File: src/rtl/halt_ctrl.sv
// -----------------------------------------------------------------------------
// halt_ctrl
//
// Trap and halt sequencer for the simulated RV64 single-issue core. It watches
// the commit stream for ebreak, the all-zero illegal word, or a commit-watchdog
// expiry. When one of these happens it freezes the core, waits for outstanding
// memory traffic to drain, and then offers a halt record to the harness over a
// valid/ack handshake. Free-running cycle and retired-instruction counters are
// also exported.
//
// Ports
//   clock         core clock, all state updates on the rising edge
//   reset         synchronous, active-low
//   commit_valid  an instruction retires this cycle
//   commit_inst   retiring instruction word
//   commit_pc     pc of the retiring instruction
//   a0            architectural x10, valid with commit_valid
//   mem_busy      store or bus transaction outstanding
//   stall_req     freeze fetch and commit
//   halt_valid    halt record valid
//   halt_ack      harness accepts the record
//   halt_code     0 GOOD, 1 BAD, 2 TIMEOUT, 3 ILLEGAL
//   halt_pc       pc of the halting instruction, last committed pc on TIMEOUT
//   halt_a0       a0 captured at the halt event
//   cycle_cnt     cycles since reset (frozen once DONE)
//   instret_cnt   instructions retired since reset
//   done          sticky, the halt record has been accepted
//
// State table
//   state     | meaning
//   ----------+------------------------------------------------------------
//   ST_RUN    | core running, commits counted, watchdog armed
//   ST_DRAIN  | core frozen, waiting for drain timer and mem_busy to clear
//   ST_REPORT | halt record presented, waiting for halt_ack
//   ST_DONE   | record accepted, everything held until reset
// -----------------------------------------------------------------------------
module halt_ctrl #(
    parameter int XLEN         = 64,
    parameter int DRAIN_CYCLES = 4,
    parameter int WDT_LIMIT    = 100000
) (
    input  logic            clock,
    input  logic            reset,
    input  logic            commit_valid,
    input  logic [31:0]     commit_inst,
    input  logic [XLEN-1:0] commit_pc,
    input  logic [XLEN-1:0] a0,
    input  logic            mem_busy,
    output logic            stall_req,
    output logic            halt_valid,
    input  logic            halt_ack,
    output logic [1:0]      halt_code,
    output logic [XLEN-1:0] halt_pc,
    output logic [XLEN-1:0] halt_a0,
    output logic [63:0]     cycle_cnt,
    output logic [63:0]     instret_cnt,
    output logic            done
);

    localparam logic [31:0] INST_EBREAK  = 32'h0010_0073;
    localparam logic [31:0] INST_ILLEGAL = 32'h0000_0000;

    localparam logic [1:0] CODE_GOOD    = 2'd0;
    localparam logic [1:0] CODE_BAD     = 2'd1;
    localparam logic [1:0] CODE_TIMEOUT = 2'd2;
    localparam logic [1:0] CODE_ILLEGAL = 2'd3;

    localparam int WDT_W = (WDT_LIMIT < 2) ? 1 : $clog2(WDT_LIMIT);
    localparam int DRN_W = (DRAIN_CYCLES < 1) ? 1 : $clog2(DRAIN_CYCLES + 1);

    // The watchdog expires on the idle cycle that takes it to WDT_LIMIT-1, so
    // the trip point is the registered value one below that.
    localparam logic [WDT_W-1:0] WDT_TRIP = WDT_W'(WDT_LIMIT - 2);
    localparam logic [DRN_W-1:0] DRN_LOAD = DRN_W'(DRAIN_CYCLES);

    typedef enum logic [1:0] {
        ST_RUN    = 2'd0,
        ST_DRAIN  = 2'd1,
        ST_REPORT = 2'd2,
        ST_DONE   = 2'd3
    } state_t;

    state_t            state;
    state_t            state_nxt;

    logic [63:0]       cycle_nxt;
    logic [63:0]       instret_nxt;
    logic [XLEN-1:0]   last_pc;
    logic [XLEN-1:0]   last_pc_nxt;
    logic [WDT_W-1:0]  wdt;
    logic [WDT_W-1:0]  wdt_nxt;
    logic [DRN_W-1:0]  drain_cnt;
    logic [DRN_W-1:0]  drain_nxt;
    logic [1:0]        code_nxt;
    logic [XLEN-1:0]   hpc_nxt;
    logic [XLEN-1:0]   ha0_nxt;

    // Outputs that depend only on the registered state.
    assign stall_req  = (state != ST_RUN);
    assign halt_valid = (state == ST_REPORT);
    assign done       = (state == ST_DONE);

    always_comb begin
        state_nxt   = state;
        cycle_nxt   = cycle_cnt;
        instret_nxt = instret_cnt;
        last_pc_nxt = last_pc;
        wdt_nxt     = wdt;
        drain_nxt   = drain_cnt;
        code_nxt    = halt_code;
        hpc_nxt     = halt_pc;
        ha0_nxt     = halt_a0;

        case (state)
            ST_RUN: begin
                cycle_nxt = cycle_cnt + 64'd1;
                if (commit_valid) begin
                    // A commit always wins over a simultaneous watchdog trip.
                    instret_nxt = instret_cnt + 64'd1;
                    last_pc_nxt = commit_pc;
                    wdt_nxt     = '0;
                    if (commit_inst == INST_EBREAK) begin
                        code_nxt  = (a0 == '0) ? CODE_GOOD : CODE_BAD;
                        hpc_nxt   = commit_pc;
                        ha0_nxt   = a0;
                        drain_nxt = DRN_LOAD;
                        state_nxt = ST_DRAIN;
                    end else if (commit_inst == INST_ILLEGAL) begin
                        code_nxt  = CODE_ILLEGAL;
                        hpc_nxt   = commit_pc;
                        ha0_nxt   = a0;
                        drain_nxt = DRN_LOAD;
                        state_nxt = ST_DRAIN;
                    end
                end else begin
                    wdt_nxt = wdt + WDT_W'(1);
                    if (wdt == WDT_TRIP) begin
                        code_nxt  = CODE_TIMEOUT;
                        hpc_nxt   = last_pc;
                        ha0_nxt   = a0;
                        drain_nxt = DRN_LOAD;
                        state_nxt = ST_DRAIN;
                    end
                end
            end

            ST_DRAIN: begin
                cycle_nxt = cycle_cnt + 64'd1;
                if ((drain_cnt == '0) && !mem_busy) begin
                    state_nxt = ST_REPORT;
                end else if (drain_cnt != '0) begin
                    drain_nxt = drain_cnt - DRN_W'(1);
                end
            end

            ST_REPORT: begin
                cycle_nxt = cycle_cnt + 64'd1;
                if (halt_ack) begin
                    state_nxt = ST_DONE;
                end
            end

            ST_DONE: begin
                state_nxt = ST_DONE;
            end

            default: begin
                state_nxt = ST_RUN;
            end
        endcase
    end

    always_ff @(posedge clock) begin
        if (!reset) begin
            state       <= ST_RUN;
            cycle_cnt   <= '0;
            instret_cnt <= '0;
            last_pc     <= '0;
            wdt         <= '0;
            drain_cnt   <= '0;
            halt_code   <= '0;
            halt_pc     <= '0;
            halt_a0     <= '0;
        end else begin
            state       <= state_nxt;
            cycle_cnt   <= cycle_nxt;
            instret_cnt <= instret_nxt;
            last_pc     <= last_pc_nxt;
            wdt         <= wdt_nxt;
            drain_cnt   <= drain_nxt;
            halt_code   <= code_nxt;
            halt_pc     <= hpc_nxt;
            halt_a0     <= ha0_nxt;
        end
    end

endmodule

File: config.mk
export PLATFORM = sky130hd
export DESIGN_NAME = halt_ctrl
export DESIGN_NICKNAME = d
export VERILOG_FILES = /design/src/rtl/halt_ctrl.sv
export SDC_FILE = /design/constraint.sdc
export NUM_CORES = 1
export LEC_CHECK = 0
export BUFFER_PORTS_ARGS = -buffer_cell sky130_fd_sc_hd__buf_2
export CAP_MARGIN = 20
export CORE_ASPECT_RATIO = 0.75
export CORE_MARGIN = 5
export CORE_UTILIZATION = 47
export DETAILED_ROUTE_END_ITERATION = 10
export GPL_TIMING_DRIVEN = 0
export MAX_ROUTING_LAYER = met4
export PLACE_DENSITY = 0.76
export SYNTH_ARGS = -nofsm -noshare
export SYNTH_HDL_FRONTEND = slang
export SYNTH_SLANG_ARGS = --single-unit
export TNS_END_PERCENT = 30
File: constraint.sdc
create_clock -name clock -period 2.3 [get_ports clock]
set_clock_uncertainty 0.05 [all_clocks]
set_input_delay 0.345 -clock clock [delete_from_list [all_inputs] [get_ports clock]]
set_output_delay 0.345 -clock clock [all_outputs]
set_load 0.05 [all_outputs]
# Word-level counts from Yosys, hierarchy flattened

Index checks and enable logic that the tools add are counted.

Word-level logic and storage cells: 68
Bits in registers: 344
Output and inout bits: 261
Input port bits: 165

Add/sub/neg operators: 4
Equality and inequality tests: 12
Mux-type cells: 28
Reductions and logical operators: 15

Operators by type and width:

| kind                                                  | count |
|---|---|
| two-way mux 64 bit                                    | 8 |
| adder 64 x 1 -> 64 bit, second input constant         | 2 |
| zero test 64 bit                                      | 1 |
| == test 32 x 21 -> 1 bit, second input constant       | 1 |
| zero test 32 bit                                      | 1 |
| two-way mux 2 bit                                     | 10 |
| two-way mux 3 bit                                     | 6 |
| adder 17 x 1 -> 17 bit, second input constant         | 1 |
| == test 17 bit, second input constant                 | 1 |
| two-way mux 17 bit                                    | 1 |
| case mux 2 bit (4 select lines)                       | 1 |
| inequality test 2 bit, second input constant          | 3 |
| case mux 3 bit (2 select lines)                       | 1 |
| nonzero test 2 bit                                    | 3 |
| AND reduction 5 bit                                   | 1 |
| == test 2 bit, second input constant                  | 2 |
| inequality test 4 bit, second input constant          | 1 |
| AND reduction 4 bit                                   | 1 |
| zero test 3 bit                                       | 1 |
| inequality test 3 x 1 -> 1 bit, second input constant | 1 |
| inequality test 3 bit, second input constant          | 1 |
| AND reduction 3 bit                                   | 1 |
| nonzero test 3 bit                                    | 1 |
| OR reduction 3 bit                                    | 1 |
| 8 further kinds                                       | 8 |

# Longest topological paths before layout

Depth in word-level cells: 5
Gate-level depth with buffers: 9
Depth with buffers taken out: 7

# Least setup slack after synthesis

OpenSTA, ideal clock, no wires.

Path kind: reg2reg
From: register instret_cnt[9]
To: register instret_cnt[57]
Buffers on the path: 1
Clock period less this slack: 2.614 ns
Required time: 2.180 ns
Setup time: 0.070 ns
Path slack: -0.314 ns
Arrival: 2.494 ns
Cell stages (with the launch flop): 7
Cells stage by stage: dfxtp_1 > and4_1 > nand4_2 > or4_4 > buf_6 > or4_1 > a21oi_1

Word-level cells in the longest chain between the ends: 1

Ends and longest elaborated chain:

| what                   | RTL line | text |
|---|---|---|
| start, declared        | 56       | `output logic [63:0] instret_cnt,` |
| start signal, assigned | 187      | `instret_cnt <= instret_nxt;` |
| adder 64 x 1 -> 64 bit | 119      | `instret_nxt = instret_cnt + 64'd1;` |

No other way between the ends.
A chain may end at the register's enable or synchronous reset.

# Worst setup path in the final report

From: register instret_cnt[0]
To: register instret_cnt[58]

Same word-level chain as after synthesis.

==> reports/metrics.csv <==
stage;metric;value;unit
min_path;hold_depth;3;
floorplan;start_util;47.5;%
yosys;yosys_register_bits;344;
job;cap_violations;0;
sta;rsz0062_at_grt;true;
pwr;finalPower;0.0129;W
critical_path;end_kind;register;
clocking;root_buffer;clkbuf_16;
final_layout;final_cell_mix;buf_2, dfxtp_1, a21oi_1, nand2_1, nand3_1;
yosys;yosysWarnings;0;
drt;drc;0;
global_routing;antenna_found_initial;10;
critical_path;ff2ff_setup_slack;-0.02;ns
clocking;path_clk_slew;0.07;ns
pwr;ir_worst_vdd;0.714;mV
pwr;power.density;651;nW/µm²
final_layout;final_common_cell;buf_2;
clocking;cts_buffer_depth;3;
yosys;synth_edf_count;0;
min_path;hp-start;commit_pc[45];
clocking;numCtsBuffers;36;
critical_path;worst_setup_path_start_kind;register;
sta;fmax;432;MHz
final_layout;areaGrowthSynthToFinish;33.8;%
yosys;syn_avg_cell_area;8.45;µm²
sta;fin_ws;-0.0153;ns
sta;slew_viol_final;0;
sta;finalCriticalPeriod;2.32;ns
yosys;syn_area;14900;µm²
yosys;seq_area_frac_synth;46.4;%
global_routing;grt_max_degree;16;
placed_design;gp_congestion;0.931;
pwr;p_leak;8.09;nW
final_layout;nFillCells;2697;
critical_path;reg2regPathDepth;7;
clocking;clock_sinks;344;
yosys;netlist_instances;1757;
final_layout;fin_nets;2437;
min_path;min_path_type;in -> reg;
critical_path;cp_data_required_time;2.69;ns
sta;timing.hold.ws;0.0157;ns
drt;num_vias;15900;
yosys;yosysUniqueCellTypes;57;
yosys;synth_flop_cell;dfxtp_1;
drt;drtPass1Iterations;6;
yosys;synth-async-reset-ratio;0;%
drt;wl_per_cell;20.0;µm
drt;drt_iter0_drc;1446;
drt;routed_wirelength;54200;µm
yosys;synthesis.nets;1928;
clocking;clkLatencyLatePin;0.53;ns
clocking;cts_tree;done;
floorplan;die_area;35300;µm²
critical_path;rr_endpoint;instret_cnt[58];
outcome;violations;setup timing;
global_routing;grt_pass1_wl;81100;µm
placed_design;numPortBuffers;423;
global_routing;grt_overflow;0;
global_routing;grt.total_usage;28.9;%
drt;routed_via_density;5.88;
critical_path;cp_max_fo;5;
placed_design;hpwlAfterDp;39400;µm
sta;min_period_over_period;101;%
sta;hold_viol;0;
floorplan;ios;426;
critical_path;crit_type;reg -> reg;
global_routing;grt_pass1_vias;14700;
critical_path;arrival;2.71;ns
critical_path;worstReg2RegStart;instret_cnt[0];
final_layout;drive_gt1_share;31.9;%
sta;setup_violations;6;
floorplan;fp.dieH;164;µm
min_path;holdPathEnd;last_pc[45];
floorplan;die_w;215;µm
sta;worst_pin_slew;0.998;ns
drt;ant_nets;0;
clocking;htreeDepth;2;
sta;slew_headroom;33.4;%
floorplan;rows;56;
outcome;status;finished, violations left;
floorplan;design.core.area;31300;µm²
-- Yosys cell counts (all sizes together) (2+ instances only) --
| master | count | share of area, % |
|---|---|---|
| or2 | 6 | 0.25 |
| o31ai | 26 | 1.3 |
| nor2b | 4 | 0.17 |
| nor4b | 2 | 0.12 |
| o21ai | 108 | 3.6 |
| and3 | 17 | 0.72 |
| nand3 | 114 | 3.8 |
| nand4 | 53 | 2.4 |
| buf | 30 | 1.0 |
| a21oi | 200 | 6.7 |
| clkbuf | 98 | 2.5 |
| nand4bb | 2 | 0.15 |
| nor2 | 86 | 2.2 |
| nor4 | 43 | 2.0 |
| and2 | 6 | 0.25 |
| and4 | 18 | 1.1 |
| nor3b | 2 | 0.18 |
| xnor2 | 42 | 2.5 |
| mux2i | 64 | 4.3 |
| nor3 | 81 | 2.8 |
| ha | 6 | 0.51 |
| o21a | 5 | 0.25 |
| dfxtp | 344 | 46 |
| a31oi | 2 | 0.084 |
| nand2 | 193 | 4.9 |
| or3 | 43 | 1.8 |
| or4b | 2 | 0.16 |
| or4 | 29 | 1.5 |
| a211oi | 65 | 3.3 |
| xor2 | 30 | 1.8 |
| inv | 23 | 0.58 |
-- timing repair --
item / CTS / global route
buffers inserted: 7 / 33
endpoints found under the setup margin: 219 / 198
gates cloned: 0 / 4
hold endpoints to repair: 4 / 0
hold buffers: 4 / 0
resized for setup: 69 / 98
pin swaps: 10 / 40
-- per-stage QoR --
step	TNS, ns	area, µm²	setup WS (ns)	instances	utilization [%]
final	-0.0517	19900	-0.0153	2708	63.6
after global routing	-3.30	19900	-0.111	2708	63.6
after CTS	-0.222	19200	-0.0426	2661	61.4
after detailed placement	-95.22	17600	-0.763	2586	56.5
after global placement	-82.38	17600	-0.739	2586	56.5
after floorplan	-0.0106	15000	-0.00594	1757	-
-- critical path: stages, from the launching register on --
cell	delay (ns)
dfxtp_4	0.37
ha_2	0.18
and3_4	0.22
nand4_1	0.14
or4b_4	0.63
buf_6	0.16
or3_1	0.34
a21oi_1	0.14
-- area by class of cell --
type,count,area (µm²),area share [%]
Inverter,23,86.3,0.434
Clock buffer,48,1030,5.17
Sequential cell,344,7060,35.5
Antenna cell,10,25.0,0.126
Multi-Input combinational cell,1262,7680,38.6
Buffer,128,684,3.44
Clock inverter,16,210,1.06
Tap cell,406,508,2.56
Timing Repair Buffer,471,2590,13.0
-- cell families (layout without fill, tap and decap cells) --
logic type      after synthesis  in the layout  share of synthesized area [%]
compound gates              414            414                           15.8
xor+xnor                     72             72                           4.25
fa+ha+maj                     6              6                          0.505
buf+inv                     151            686                           4.08
flops                       344            344                           46.4
mux                          64             64                           4.31
other cells                   0             10                              0
simple gates                706            706                           24.7
-- where the power goes --
| part | total, W | internal, W | switching [W] |
|---|---|---|---|
| sequential | 0.00606 | 0.00601 | 0.0000480 |
| clock | 0.00619 | 0.00371 | 0.00247 |
| combinational | 0.000706 | 0.000265 | 0.000440 |
-- routing by layer --
metal	wire length (µm)	global-route usage [%]	vias to the layer above
li1	-	-	7432
met1	23100	37.6	7622
met2	25500	46.1	744
met3	4050	5.66	131
met4	1590	9.01	0
met5	0	-	-
-- worst max-delay path by stage --
stage | startpoint | end | slack (ns)
after floorplan | cycle_cnt[3] | cycle_cnt[32] | -0.006
after global placement | commit_valid | last_pc[54] | -0.74
after detailed placement | commit_valid | last_pc[54] | -0.76
after CTS | cycle_cnt[0] | cycle_cnt[32] | -0.04
after global routing | cycle_cnt[37] | cycle_cnt[57] | -0.11
final | instret_cnt[0] | instret_cnt[58] | -0.02
-- flip-flops by register name, summed over array words and instances, names as in the netlist --
| register | flops |
|---|---|
| last_pc | 64 |
| halt_a0 | 64 |
| drain_cnt | 3 |
| cycle_cnt | 64 |
| wdt | 17 |
| state | 2 |
| instret_cnt | 64 |
| halt_code | 2 |
| halt_pc | 64 |
Power figures use the tool's default switching activity.
